==> src/rtl/banco_pkg.sv <==
// rtl/banco_pkg.sv - shared types and default sizes for the register bank
package banco_pkg;

  localparam int ANCHO_DEF       = 16;
  localparam int PROFUNDIDAD_DEF = 8;

  typedef enum logic {
    REPOSO    = 1'b0,
    LIMPIANDO = 1'b1
  } estado_t;

endpackage

==> src/rtl/secuenciador_limpieza.sv <==
// rtl/secuenciador_limpieza.sv - ranged clear sweep FSM, one register per cycle
module secuenciador_limpieza
  import banco_pkg::*;
#(
  parameter int DIR = 3
) (
  input  logic           reloj,
  input  logic           reiniciar,
  input  logic           limpiar,
  input  logic [DIR-1:0] direccion_inicio,
  input  logic [DIR-1:0] direccion_fin,
  output logic           ocupado,
  output logic           hecho,
  output logic           borrar,
  output logic [DIR-1:0] direccion_borrar
);

  estado_t        estado;
  logic [DIR-1:0] puntero;
  logic [DIR-1:0] fin;

  // Sweep control: latch the range when idle, walk the pointer (wrapping) until it meets fin
  always_ff @(posedge reloj) begin
    if (reiniciar) begin
      estado  <= REPOSO;
      puntero <= '0;
      fin     <= '0;
      ocupado <= 1'b0;
      hecho   <= 1'b0;
    end else begin
      hecho <= 1'b0;
      case (estado)
        REPOSO: begin
          if (limpiar) begin
            puntero <= direccion_inicio;
            fin     <= direccion_fin;
            estado  <= LIMPIANDO;
            ocupado <= 1'b1;
          end
        end
        LIMPIANDO: begin
          if (puntero == fin) begin
            estado  <= REPOSO;
            ocupado <= 1'b0;
            hecho   <= 1'b1;
          end else begin
            puntero <= puntero + DIR'(1);
          end
        end
        default: begin
          estado  <= REPOSO;
          ocupado <= 1'b0;
        end
      endcase
    end
  end

  // The register under the pointer is cleared on every edge spent in LIMPIANDO
  assign borrar           = (estado == LIMPIANDO);
  assign direccion_borrar = puntero;

endmodule

==> src/rtl/banco_registros_param.sv <==
// rtl/banco_registros_param.sv - parametrised register bank with bypassed reads and ranged clear
module banco_registros_param
  import banco_pkg::*;
#(
  parameter  int ANCHO       = ANCHO_DEF,
  parameter  int PROFUNDIDAD = PROFUNDIDAD_DEF,
  parameter  int CERO_FIJO   = 0,
  localparam int DIR         = $clog2(PROFUNDIDAD)
) (
  input  logic             Reloj,
  input  logic             Reiniciar,
  input  logic             Habilitar,
  input  logic [DIR-1:0]   DireccionEscritura,
  input  logic [ANCHO-1:0] Tupla,
  input  logic [DIR-1:0]   DireccionA,
  input  logic [DIR-1:0]   DireccionB,
  input  logic             Limpiar,
  input  logic [DIR-1:0]   DireccionInicio,
  input  logic [DIR-1:0]   DireccionFin,
  output logic [ANCHO-1:0] RtaA,
  output logic [ANCHO-1:0] RtaB,
  output logic             Ocupado,
  output logic             Hecho
);

  localparam bit CERO = (CERO_FIJO != 0);

  logic [ANCHO-1:0] mem [PROFUNDIDAD];
  logic             borrar;
  logic [DIR-1:0]   direccion_borrar;
  logic             escribir;
  logic [ANCHO-1:0] lectura_a;
  logic [ANCHO-1:0] lectura_b;

  secuenciador_limpieza #(
    .DIR(DIR)
  ) u_secuenciador (
    .reloj            (Reloj),
    .reiniciar        (Reiniciar),
    .limpiar          (Limpiar),
    .direccion_inicio (DireccionInicio),
    .direccion_fin    (DireccionFin),
    .ocupado          (Ocupado),
    .hecho            (Hecho),
    .borrar           (borrar),
    .direccion_borrar (direccion_borrar)
  );

  // Writes are refused while a sweep owns the array, and always for a hard-wired r0
  assign escribir = Habilitar && !borrar && !(CERO && (DireccionEscritura == '0));

  // Returns what the addressed register will hold after this edge
  function automatic logic [ANCHO-1:0] leer(input logic [DIR-1:0] dir);
    if (CERO && (dir == '0))                   return '0;
    if (escribir && (DireccionEscritura == dir)) return Tupla;
    if (borrar && (direccion_borrar == dir))     return '0;
    return mem[dir];
  endfunction

  // Read muxing with write-through and clear-through bypass
  always_comb begin
    lectura_a = leer(DireccionA);
    lectura_b = leer(DireccionB);
  end

  // Storage update and registered read ports
  always_ff @(posedge Reloj) begin
    if (Reiniciar) begin
      for (int i = 0; i < PROFUNDIDAD; i++) mem[i] <= '0;
      RtaA <= '0;
      RtaB <= '0;
    end else begin
      if (escribir) mem[DireccionEscritura] <= Tupla;
      if (borrar)   mem[direccion_borrar]   <= '0;
      RtaA <= lectura_a;
      RtaB <= lectura_b;
    end
  end

endmodule
==> config.mk <==
export PLATFORM = sky130hd
export DESIGN_NAME = banco_registros_param
export DESIGN_NICKNAME = d
export VERILOG_FILES = /design/src/rtl/banco_pkg.sv /design/src/rtl/secuenciador_limpieza.sv /design/src/rtl/banco_registros_param.sv
export SDC_FILE = /design/constraint.sdc
export NUM_CORES = 1
export LEC_CHECK = 0
export ABC_CLOCK_PERIOD_IN_PS = 2000
export CAP_MARGIN = 5
export CORE_MARGIN = 4
export CORE_UTILIZATION = 45
export CTS_CLUSTER_DIAMETER = 100
export CTS_CLUSTER_SIZE = 10
export DETAILED_ROUTE_END_ITERATION = 10
export PLACE_DENSITY = 0.67
export SLEW_MARGIN = 20
export SYNTH_ARGS = -nofsm -noshare
export SYNTH_HDL_FRONTEND = slang
export SYNTH_HIERARCHICAL = 1
export SYNTH_SLANG_ARGS = --single-unit
==> constraint.sdc <==
create_clock -name Reloj -period 2 [get_ports Reloj]
set_input_delay 0.3 -clock Reloj [delete_from_list [all_inputs] [get_ports Reloj]]
set_output_delay 0.3 -clock Reloj [all_outputs]
set_load 0.03 [all_outputs]
## Word-level counts from Yosys, hierarchy flattened

Memory sizes are Yosys's and may differ from the RTL's. A register that Yosys moved wholly into a read port is not among the register bits.
Cells that the tools add are included.

| operators by class | value |
|---|---|
| add/sub/neg operators | 1 |
| equal/unequal tests | 4 |
| multiplexer cells | 24 |
| bitwise logic cells | 1 |
| reduce and logical (&&, ||, !) cells | 8 |

Operators with widths:

| operator | count |
|---|---|
| $mux 16 | 2 |
| $reduce_or 16->1 | 2 |
| $mux 1 | 15 |
| $mux 3 | 4 |
| $ne 2x2->1 const B | 3 |
| $pmux 3 s2 | 1 |
| $reduce_and 2->1 | 3 |
| $pmux 1 s2 | 2 |
| $add 3x1->3 const B | 1 |
| $eq 3x3->1 | 1 |
| $reduce_or 2->1 | 1 |
| $logic_and 1x1->1 | 1 |
| $logic_not 1->1 | 1 |
| $not 1->1 | 1 |

| word-level totals | value |
|---|---|
| bits in registers | 9 |
| RAM bits | 128 |
| input bits | 35 |
| output and inout port bits | 34 |
| word-level logic and storage cells | 44 |
| memories | 1 |

Memory list:

| name | words | bits a word | read ports | clocked after Yosys merged registers in | write ports | RTL line | source |
|---|---|---|---|---|---|---|---|
| mem | 8 | 16 | 2 | 2 | 8 | banco_registros_param.sv:28 | `logic [ANCHO-1:0] mem [PROFUNDIDAD];` |

## Longest topological paths before layout

Gate-level depths: netlist of run 1.

| depth | value |
|---|---|
| depth in word-level cells | 8 |
| depth in mapped cells | 8 |
| gate-level depth less buffers | 5 |

## By module

The synthesis of run 1 kept the hierarchy.

Modules (own cells, without submodules):

| module | times used | cells each | area an instance (µm²) | sequential area each (µm²) |
|---|---|---|---|---|
| banco_registros_param | 1 | 679 | 8047.7 | 4484.3 |
| secuenciador_limpieza | 1 | 49 | 464.2 | 180.2 |

## Worst setup path before layout of run 1

No wires, ideal clock.

| path | value |
|---|---|
| path type | input to register |
| from | in Reiniciar |
| to | mem mem[1][0] (netlist bit), enable pin |
| setup time | 0.375 ns |
| arrival | 1.608 ns |
| data required time | 1.625 ns |
| path slack | 0.017 ns |
| stages on the path | 6 |
| path buffers | 2 |
| cell sequence | buf_4 > nand2b_1 > buf_2 > o31ai_2 > nand2_1 > nand2b_1 |

RTL lines:

| what | RTL line | source |
|---|---|---|
| start: declaration | banco_registros_param.sv:11 | `input logic Reiniciar,` |
| end: declaration | banco_registros_param.sv:28 |  |

==> results by group, run 1 <==
Run status
  • Status: finished clean

Clocking
  • Post-cts resize count: 0
  • CTS Buffer Depth: 2
  • Worst-Skew Late Latency: 430 ps
  • # clock sinks: 169
  • CTS tree: done
  • Hold Buf Count CTS: 0
  • Root buffer cell: clkbuf_16
  • Post-CTS Setup Repair Bufs: 0
  • Inserted Clock Buffers: 17
  • H-tree depth: 4
  • Clk pin slew, worst setup/hold paths: 70 ps

Timing
  • Final hold violation count: 0
  • Accumulated negative setup slack: 0 ps
  • Worst hold slack: 342 ps
  • Crit share post-route: 0.928
  • Slew Viols, Final: 0
  • Clk_skew: 4.97 ps
  • Least-Margin Pin Slew: 678 ps
  • Shortest period the worst path allows: 1860 ps
  • Final setup vio count: 0
  • RSZ-0062 raised after global routing: false
  • Max Clk Rate: 539 MHz
  • Relative slew slack: 0.547

Drt
  • Via-to-Cell Ratio: 5.98
  • Total Routed Length: 24.4 mm
  • DRC marker count from the first detailed-route iteration: 634
  • Drc violations: 0
  • Number of routed nets with antenna violations: 0
  • Routed via count: 6,420
  • Routed wire per std cell: 22.7 um
  • DR pass1 iterations: 6

Finish
  • Reg area: 4670 um^2
  • Syn-to-layout area delta: 22.3%
  • FILL cells: 1,535
  • Fraction of layout cells with a size suffix above 1: 0.143
  • Multi-input gate area: 3510 um^2
  • Final net count: 862
  • Fin area: 10,400 um^2
  • Final Non-Filler Cells: 1,073
  • Diode count: 0

Synthesis
  • #FFs+latches synth: 169
  • Sequential share of the synthesized area: 0.548
  • Yosys cell types: 50
  • Synth Warn #: 6
  • Mean Syn Cell Area: 11.7 um^2
  • Post-synth EDFFs: 128
  • Asr flop ratio synth: 0
  • Post-synthesis cell count: 728
  • Syn nets: 764
  • Cell Area, Synth: 8510 um^2
  • Synth Flop Type: edfxtp_1

Setup path
  • Crit Path Max Fanout: 9
  • WS Path Type: reg -> reg
  • Startpoint class of the critical path: flip-flop
  • CP Capture Type: flip-flop
  • Worst path required time: 2150 ps
  • Worst Path Arrival: 2000 ps

Power and ir drop
  • Sequential power share: 0.471
  • Clock group share of total power: 0.347
  • Max VDD drop: 0.000583 V
  • Sw frac: 0.285
  • Total net switching power: 0.00251 W
  • PwrDens: 847 nW/um^2
  • Leak Pwr: 4.11 nW
  • Combinational share of power: 0.182
  • Internal power: 0.00630 W

Placement
  • Placed Area: 9850 um^2
  • HPWL after detailed placement: 16.5 mm
  • Inst Count DP: 1,041
  • GP Congestion: 0.874
  • Buffers on Ports: 68

Worst hold path
  • Worst Hold Class: in -> reg

Global route
  • Overall Global Routing Usage: 0.229
  • Vias in the first global route: 6,502
  • Largest net degree at the start of global routing: 56
  • Initial antenna violation count: 0
  • Total global routing overflow: 0
  • First-pass GRT wire length: 37.1 mm

Floorplanning
  • Die Y: 146 um
  • Core area: 18,600 um^2
  • Die X: 146 um
  • Initial core utilization: 0.457
  • Die Area: 21,200 um^2
  • Rows: 50
  • IO Count: 69

Job
  • Max-cap violation count: 0
-- stage by stage --
step | setup WS, ps | total power [W] | utilization
3_3_place_gp | -208 | 0.00578 | 0.529
4_1_cts | 22.5 | 0.00884 | 0.558
3_5_place_dp | -213 | 0.00582 | 0.529
6_report | 145 | 0.00881 | 0.558
5_1_grt | 58.3 | 0.00910 | 0.558
2_1_floorplan | 17.4 | 0.00514 | -
-- worst paths after layout --
kind              slack, ps  cells past startpoint                                             from                             endpoint
setup reg to reg        140                      5  u_secuenciador/direccion_borrar[1]$_SDFFE_PP0P_              mem[2][2]$_SDFFCE_PN0P_
hold / removal          340                      3                                        Reiniciar   u_secuenciador/fin[0]$_SDFFE_PP0P_
setup / recovery        140                      5  u_secuenciador/direccion_borrar[1]$_SDFFE_PP0P_              mem[2][2]$_SDFFCE_PN0P_
hold reg to reg         490                      2              u_secuenciador/ocupado$_SDFFE_PP0P_  u_secuenciador/ocupado$_SDFFE_PP0P_
-- power groups by stage --
stage / Combinational [W] / Clock, W / Sequential (W)
floorplan: 0.000795 / 0 / 0.00434
global placement: 0.00156 / 0 / 0.00421
detailed placement: 0.00159 / 0 / 0.00423
CTS: 0.00160 / 0.00309 / 0.00415
global route: 0.00170 / 0.00322 / 0.00418
finish: 0.00160 / 0.00305 / 0.00415
-- cell usage after synthesis (12+ instances only) --
cell	count	area, um^2
a22oi_1	58	435
nand3_1	17	85.1
o31ai_1	12	90.1
nand3b_1	13	97.6
dfxtp_1	41	821
mux2i_1	123	1230
nor2_1	140	526
nand2_1	39	146
clkbuf_1	21	78.8
edfxtp_1	128	3840
buf_2	19	95.1
-- worst max-delay path, stage by stage, from the launching register on --
cell	delay (ps)
dfxtp_1	560
inv_1	160
o31ai_2	330
nand2_1	140
nand2b_1	190
buf_4	190
-- kinds of logic (layout without fill, tap and decap cells) --
kind of cell / after synthesis / count (layout) / share of synthesized area
adders and majority gates: 1 / 1 / 0.00147
DFF: 169 / 169 / 0.548
AOI/OAI and AO/OA: 117 / 117 / 0.103
and+or+nand+nor: 236 / 236 / 0.123
xor gates and xnor gates: 10 / 10 / 0.0112
muxes: 134 / 134 / 0.173
buffers and inverters: 61 / 172 / 0.0401
-- metal layers --
layer	share of wire	vias up	global-route usage
li1	-	2898	-
met1	0.40	3166	0.286
met2	0.50	290	0.393
met3	0.068	66	0.0424
met4	0.035	0	0.0926
met5	0	-	0
-- placed cells by master, fill, tap and decap left out, types with 2 or more instances in the layout --
master / count
mux4_1: 4
inv_1: 7
o31ai_2: 2
a221oi_1: 2
nor2b_1: 6
clkinvlp_4: 5
a211o_1: 9
o41ai_1: 3
clkbuf_16: 17
clkdlybuf4s50_1: 65
buf_12: 17
nor3b_1: 2
clkinv_4: 3
mux4_2: 5
a21oi_1: 5
clkinv_2: 3
inv_6: 2
nand2b_1: 9
nand2_1: 39
a22oi_1: 58
nand3b_1: 13
nor2_1: 140
buf_4: 48
buf_2: 2
edfxtp_1: 128
xor2_1: 3
xnor2_1: 6
o31ai_1: 12
and2_1: 2
nand3_1: 17
mux2i_1: 123
nor3_1: 2
dfxtp_1: 40
o21ai_1: 8
o21ai_0: 10
-- flip-flops by register name (all words and copies together), names as in the netlist --
| name | flops |
|---|---|
| mem | 128 |
| RtaA | 16 |
| RtaB | 16 |
| u_secuenciador/direccion_borrar | 3 |
| u_secuenciador/fin | 3 |
| u_secuenciador/borrar | 1 |
| u_secuenciador/hecho | 1 |
| u_secuenciador/ocupado | 1 |
-- cell type report --
class,count,share of cell area
Clock buffer,17,0.0409
Clock inverter,15,0.0119
Inverter,8,0.00289
Multi-Input combinational cell,498,0.337
Sequential cell,169,0.448
Tap cell,234,0.0281
Timing Repair Buffer,132,0.131
Note: power is estimated with default switching activity, not from simulation.
==> run 2, diff against run 1 <==
--- a/config.mk
+++ b/config.mk
@@ -7,7 +7,6 @@
 export LEC_CHECK = 0
 export ABC_CLOCK_PERIOD_IN_PS = 2000
 export CAP_MARGIN = 5
-export CORE_MARGIN = 4
 export CORE_UTILIZATION = 45
 export CTS_CLUSTER_DIAMETER = 100
 export CTS_CLUSTER_SIZE = 10
==> run 2 against run 1 <==
Flip-flop and latch count unchanged. Via count increased by 0.65%. Design area up 0.54%. Combinational power hardly changed. Clock skew up 1.8 ps. Largest power group unchanged.
==> results by group, run 2 (same netlist as run 1, synthesis figures left out) <==
Job
  • Max-cap violation count: 0

Global route
  • Total global routing overflow: 0
  • Vias in the first global route: 6,533
  • First-pass GRT wire length: 36.7 mm
  • Initial antenna violation count: 0
  • Overall Global Routing Usage: 0.253
  • Largest net degree at the start of global routing: 54

Finish
  • Max FFs per register: 128
  • Fraction of layout cells with a size suffix above 1: 0.141
  • Multi-input gate area: 3510 um^2
  • Most frequent cells in the layout: nor2_1 (140), edfxtp_1 (128), mux2i_1 (123)
  • Syn-to-layout area delta: 22.9%
  • FILL cells: 1,475
  • Most common cell after layout, fill and taps aside: nor2_1
  • Final net count: 864
  • Reg area: 4660 um^2
  • Biggest regs: mem: 128 flops, RtaA: 16 flops, RtaB: 16 flops
  • Diode count: 0
  • Biggest register: mem
  • Layout Utilization: 0.573

Clocking
  • Clk pin slew, worst setup/hold paths: 70 ps
  • Worst-Skew Late Latency: 430 ps
  • Post-CTS Setup Repair Bufs: 0
  • Hold Buf Count CTS: 0
  • Post-cts resize count: 0
  • H-tree depth: 4
  • # clock sinks: 169
  • Root buffer cell: clkbuf_16
  • Inserted Clock Buffers: 17
  • CTS Buffer Depth: 2
  • CTS tree: done

Setup path
  • CP max stage delay: 470 ps
  • WP buf/inv: 1
  • Cells along the critical path: nand2b_1, nor3b_1, a31o_2, nand2_1, nand2b_1, buf_12
  • WS Path Type: reg -> reg
  • CP delay by family, top: simple AND/OR/NAND/NOR gates
  • Crit-path slowest cell: dfxtp_1
  • Worst path required time: 2140 ps
  • Worst Path Arrival: 2050 ps
  • Most Frequent Cell on Critical Path: nand2b_1
  • CP Capture Type: flip-flop
  • Startpoint class of the critical path: flip-flop
  • Crit Path Max Fanout: 12

Floorplanning
  • Die X: 140 um
  • Initial core utilization: 0.466
  • IO Count: 69
  • Core area: 18,300 um^2
  • Rows: 49
  • Die Area: 19,500 um^2
  • Die Y: 140 um

Placement
  • GP Congestion: 0.902
  • Buffers on Ports: 68
  • HPWL after detailed placement: 15.8 mm

Timing
  • Crit share post-route: 0.952
  • Accumulated negative setup slack: 0 ps
  • Relative slew slack: 0.439
  • Least-Margin Pin Slew: 839 ps
  • Max Clk Rate: 525 MHz
  • Shortest period the worst path allows: 1900 ps
  • Slew Viols, Final: 0
  • Final hold violation count: 0
  • Final setup vio count: 0
  • Clk_skew: 6.77 ps
  • RSZ-0062 raised after global routing: false

Power and ir drop
  • Max VDD drop: 0.000651 V
  • Leak Pwr: 4.16 nW
  • Total net switching power: 0.00247 W
  • Clock group share of total power: 0.379
  • Internal power: 0.00679 W
  • Combinational share of power: 0.173
  • Sw frac: 0.267
  • Sequential power share: 0.448
  • PwrDens: 884 nW/um^2

Drt
  • DR pass1 iterations: 6
  • Routed wire per std cell: 22.1 um
  • Number of routed nets with antenna violations: 0
  • Via-to-Cell Ratio: 6.04
  • Routed via count: 6,462
  • DRC marker count from the first detailed-route iteration: 744
  • Total Routed Length: 23.6 mm
  • Drc violations: 0

Worst hold path
  • Worst Hold Class: in -> reg

Run status
  • Status: finished clean
[run 2: cell types whose count changed in the layout (fill, tap and decap cells not counted), sizes merged]
cell      before  now
bufinv         0    4
buf           67   69
clkinvlp       5    2
inv           11   10
[run 2: layout make-up]
class / instances / share of cell area
clock buffer: 17 / 0.0407
multi-input combinational: 498 / 0.335
sequential: 169 / 0.446
inverter: 8 / 0.00287
clock inverter: 15 / 0.0191
timing repair buffer: 134 / 0.129
tap: 229 / 0.0274
[run 2: worst register-to-register path: stages, from the launching register on]
cell and delay [ps]:
dfxtp_1 470, nand2b_1 290, nor3b_1 290, a31o_2 150, nand2_1 80, nand2b_1 160, buf_12 170
[run 2: through the flow]
stage / cells / hold WS, ps / power [W] / setup slack [ps] / cell area (um^2)
floorplan: 728 / 432 / 0.00514 / 17.4 / 8510
global placement: 1038 / 478 / 0.00576 / -97.3 / 9840
detailed placement: 1038 / 493 / 0.00580 / -154 / 9840
CTS: 1070 / 301 / 0.00926 / 111 / 10500
global route: 1070 / 326 / 0.00954 / 13.9 / 10500
finish: 1070 / 310 / 0.00925 / 96.4 / 10500
[run 2: power by group through the flow]
stage          Combinational [W]  Sequential, W  Clock (W)
2_1_floorplan           0.000795        0.00434          0
3_3_place_gp             0.00155        0.00421          0
3_5_place_dp             0.00158        0.00422          0
4_1_cts                  0.00159        0.00415    0.00352
5_1_grt                  0.00170        0.00417    0.00367
6_report                 0.00160        0.00415    0.00351
[run 2: worst paths after layout]
path	depth (start not counted)	slack, ps	from	end
worst max-delay path	6	100	u_secuenciador/borrar$_SDFF_PP0_	mem[4][7]$_SDFFCE_PN0P_
worst min-delay path	3	310	Reiniciar	u_secuenciador/fin[1]$_SDFFE_PP0P_
worst max register to register	6	100	u_secuenciador/borrar$_SDFF_PP0_	mem[4][7]$_SDFFCE_PN0P_
worst min register to register	2	500	u_secuenciador/ocupado$_SDFFE_PP0P_	u_secuenciador/ocupado$_SDFFE_PP0P_
[run 2: routing by layer]
metal	part of all wire	routed length (um)	track usage	vias to the layer above
li1	-	-	-	2895
met1	0.39	9300	0.313	3177
met2	0.50	11800	0.428	331
met3	0.073	1740	0.0540	59
met4	0.034	799	0.109	0
met5	0	0	0	-
==> run 3, diff against run 2 <==
--- a/config.mk
+++ b/config.mk
@@ -6,12 +6,12 @@
 export NUM_CORES = 1
 export LEC_CHECK = 0
 export ABC_CLOCK_PERIOD_IN_PS = 2000
-export CAP_MARGIN = 5
+export CAP_MARGIN = 20
 export CORE_UTILIZATION = 45
 export CTS_CLUSTER_DIAMETER = 100
 export CTS_CLUSTER_SIZE = 10
 export DETAILED_ROUTE_END_ITERATION = 10
-export PLACE_DENSITY = 0.67
+export DONT_BUFFER_PORTS = 1
 export SLEW_MARGIN = 20
 export SYNTH_ARGS = -nofsm -noshare
 export SYNTH_HDL_FRONTEND = slang
==> run 3 against run 2 <==
Sequential power rose by 4%. Hold slack got worse by 290 ps. Global-route usage fell by 0.12 points. Die area did not move. Worst setup slack improved by 120 ps. Clock skew rose by 2.8 ps. First-iteration DRC count fell by 6.9%. Design area fell by 8.8%. Maximum frequency rose by 6.6%. Power fell by 6.0%.
==> results by group, run 3 (same netlist as run 1, synthesis figures left out) <==
Run status
  • Status: finished clean

Finish
  • Diode count: 0
  • Most frequent cells in the layout: nor2_1 (140), edfxtp_1 (128), mux2i_1 (123)
  • FILL cells: 1,561
  • Final net count: 781
  • Multi-input gate area: 3510 um^2
  • Reg area: 4670 um^2
  • Most common cell after layout, fill and taps aside: nor2_1
  • Biggest register: mem
  • Fin area: 9550 um^2
  • Max FFs per register: 128
  • Layout Utilization: 0.523
  • Fraction of layout cells with a size suffix above 1: 0.120
  • Syn-to-layout area delta: 12.2%
  • Biggest regs: mem: 128 flops, RtaA: 16 flops, RtaB: 16 flops

Drt
  • Via-to-Cell Ratio: 6.19
  • Number of routed nets with antenna violations: 0
  • Drc violations: 0
  • Routed wire per std cell: 24.1 um
  • DRC marker count from the first detailed-route iteration: 693
  • Routed via count: 6,114
  • Total Routed Length: 23.8 mm
  • DR pass1 iterations: 5

Placement
  • Placed Area: 8860 um^2
  • Buffers on Ports: 0
  • GP Congestion: 0.864
  • Pre-CTS WS: -21.4 ps
  • HPWL after detailed placement: 14.7 mm

Setup path
  • CP Capture Type: flip-flop
  • Reg-to-reg slack, setup: 210 ps
  • Crit Path Max Fanout: 32
  • Startpoint class of the critical path: flip-flop
  • Path depth of the worst reg2reg path: 6
  • Worst r2r src: u_secuenciador/borrar$_SDFF_PP0_
  • RR Endpoint: RtaA[12]$_SDFF_PP0_
  • WS Path Type: reg -> reg
  • Worst path required time: 2310 ps
  • Worst Path Arrival: 2100 ps

Global route
  • Largest net degree at the start of global routing: 66
  • First-pass GRT wire length: 36.0 mm
  • Overall Global Routing Usage: 0.252
  • Vias in the first global route: 6,140
  • Initial antenna violation count: 0
  • Total global routing overflow: 0

Floorplanning
  • Die Area: 19,500 um^2
  • Core area: 18,300 um^2
  • IO Count: 69
  • Rows: 49
  • Die Y: 140 um
  • Initial core utilization: 0.466
  • Die X: 140 um

Timing
  • Shortest period the worst path allows: 1790 ps
  • Worst hold slack: 16.2 ps
  • Crit share post-route: 0.893
  • Accumulated negative setup slack: 0 ps
  • Clk_skew: 9.58 ps
  • RSZ-0062 raised after global routing: false
  • Final setup vio count: 0
  • Slew Viols, Final: 0
  • PnR worst setup slack: 215 ps
  • Final hold violation count: 0
  • Relative slew slack: 0.334
  • Least-Margin Pin Slew: 997 ps
  • Max Clk Rate: 560 MHz

Power and ir drop
  • Max VDD drop: 0.000545 V
  • Leak Pwr: 3.76 nW
  • PwrDens: 911 nW/um^2

Clocking
  • CTS Buffer Depth: 2
  • Worst-Skew Late Latency: 430 ps
  • # clock sinks: 169
  • Root buffer cell: clkbuf_16
  • Clk pin slew, worst setup/hold paths: 60 ps
  • Inserted Clock Buffers: 17
  • H-tree depth: 4
  • CTS tree: done

Worst hold path
  • Worst Hold Class: in -> reg
  • Hold-critical path depth: 2
  • HP Start: Tupla[14]
  • Hold Path End: RtaA[14]$_SDFF_PP0_

Job
  • Max-cap violation count: 0
## run 3: cell types whose count changed in the layout (fill, tap and decap cells not counted), sizes merged
cell	before	now
buf	69	44
bufinv	4	2
clkbuf	17	27
clkdlybuf4s50	65	0
clkinv	7	2
clkinvlp	2	0
dlygate4sd3	0	7
inv	10	9
## run 3: power by group
part | internal, W | total [W] | switching [W]
logic | 0.000448 | 0.00108 | 0.000632
registers | 0.00402 | 0.00431 | 0.000286
clock network | 0.00199 | 0.00331 | 0.00132
total | 0.00646 | 0.00870 | 0.00224
## run 3: what timing repair did
item	in CTS	in global routing
setup buffers	1	0
gates resized for setup	0	1
endpoints found under the setup margin	8	44
hold endpoints to repair	22	4
pin swaps	1	0
hold buffers	4	4
## run 3: how the worst max path moves through the flow
| stage | start | endpoint | slack, ps | cells after the start |
|---|---|---|---|---|
| detailed placement | u_secuenciador/borrar$_SDFF_PP0_ | RtaB[13]$_SDFF_PP0_ | -20 | 5 |
| CTS | u_secuenciador/borrar$_SDFF_PP0_ | RtaA[7]$_SDFF_PP0_ | 40 | 6 |
| floorplan | Reiniciar | mem[1][0]$_SDFFCE_PN0P_ | 20 | 6 |
| global route | u_secuenciador/borrar$_SDFF_PP0_ | RtaA[12]$_SDFF_PP0_ | 80 | 6 |
| global placement | DireccionA[1] | RtaA[1]$_SDFF_PP0_ | 50 | 5 |
| finish | u_secuenciador/borrar$_SDFF_PP0_ | RtaA[12]$_SDFF_PP0_ | 210 | 6 |
## run 3: area by class of cell
class	instances	area share
clock buffers	27	0.0528
clock inverters	5	0.00904
inverters	8	0.00315
multi-input cells	498	0.368
flip-flops and latches	169	0.489
well taps	229	0.0300
repair buffers	51	0.0485
## run 3: layer usage
metal  wire length, um  vias up  share of wire  global-route usage
met1              9680     3060           0.41               0.315
met3              1660       61          0.070              0.0544
met4               748        0          0.031               0.103
li1                  -     2732              -                   -
met2             11700      261           0.49               0.423
met5                 0        -              0                   0
## run 3: per-stage QoR
stage	std cells	total power [W]
final	987	0.00870
after global routing	987	0.00898
after detailed placement	946	0.00542
after global placement	946	0.00539
after floorplan	728	0.00514
after CTS	983	0.00869
## run 3: critical path: stages (launching register included)
cell and delay (ps):
dfxtp_2 470, mux2i_1 260, xnor2_1 120, nor4_4 310, buf_12 250, nand3b_1 170
a21oi_1 80
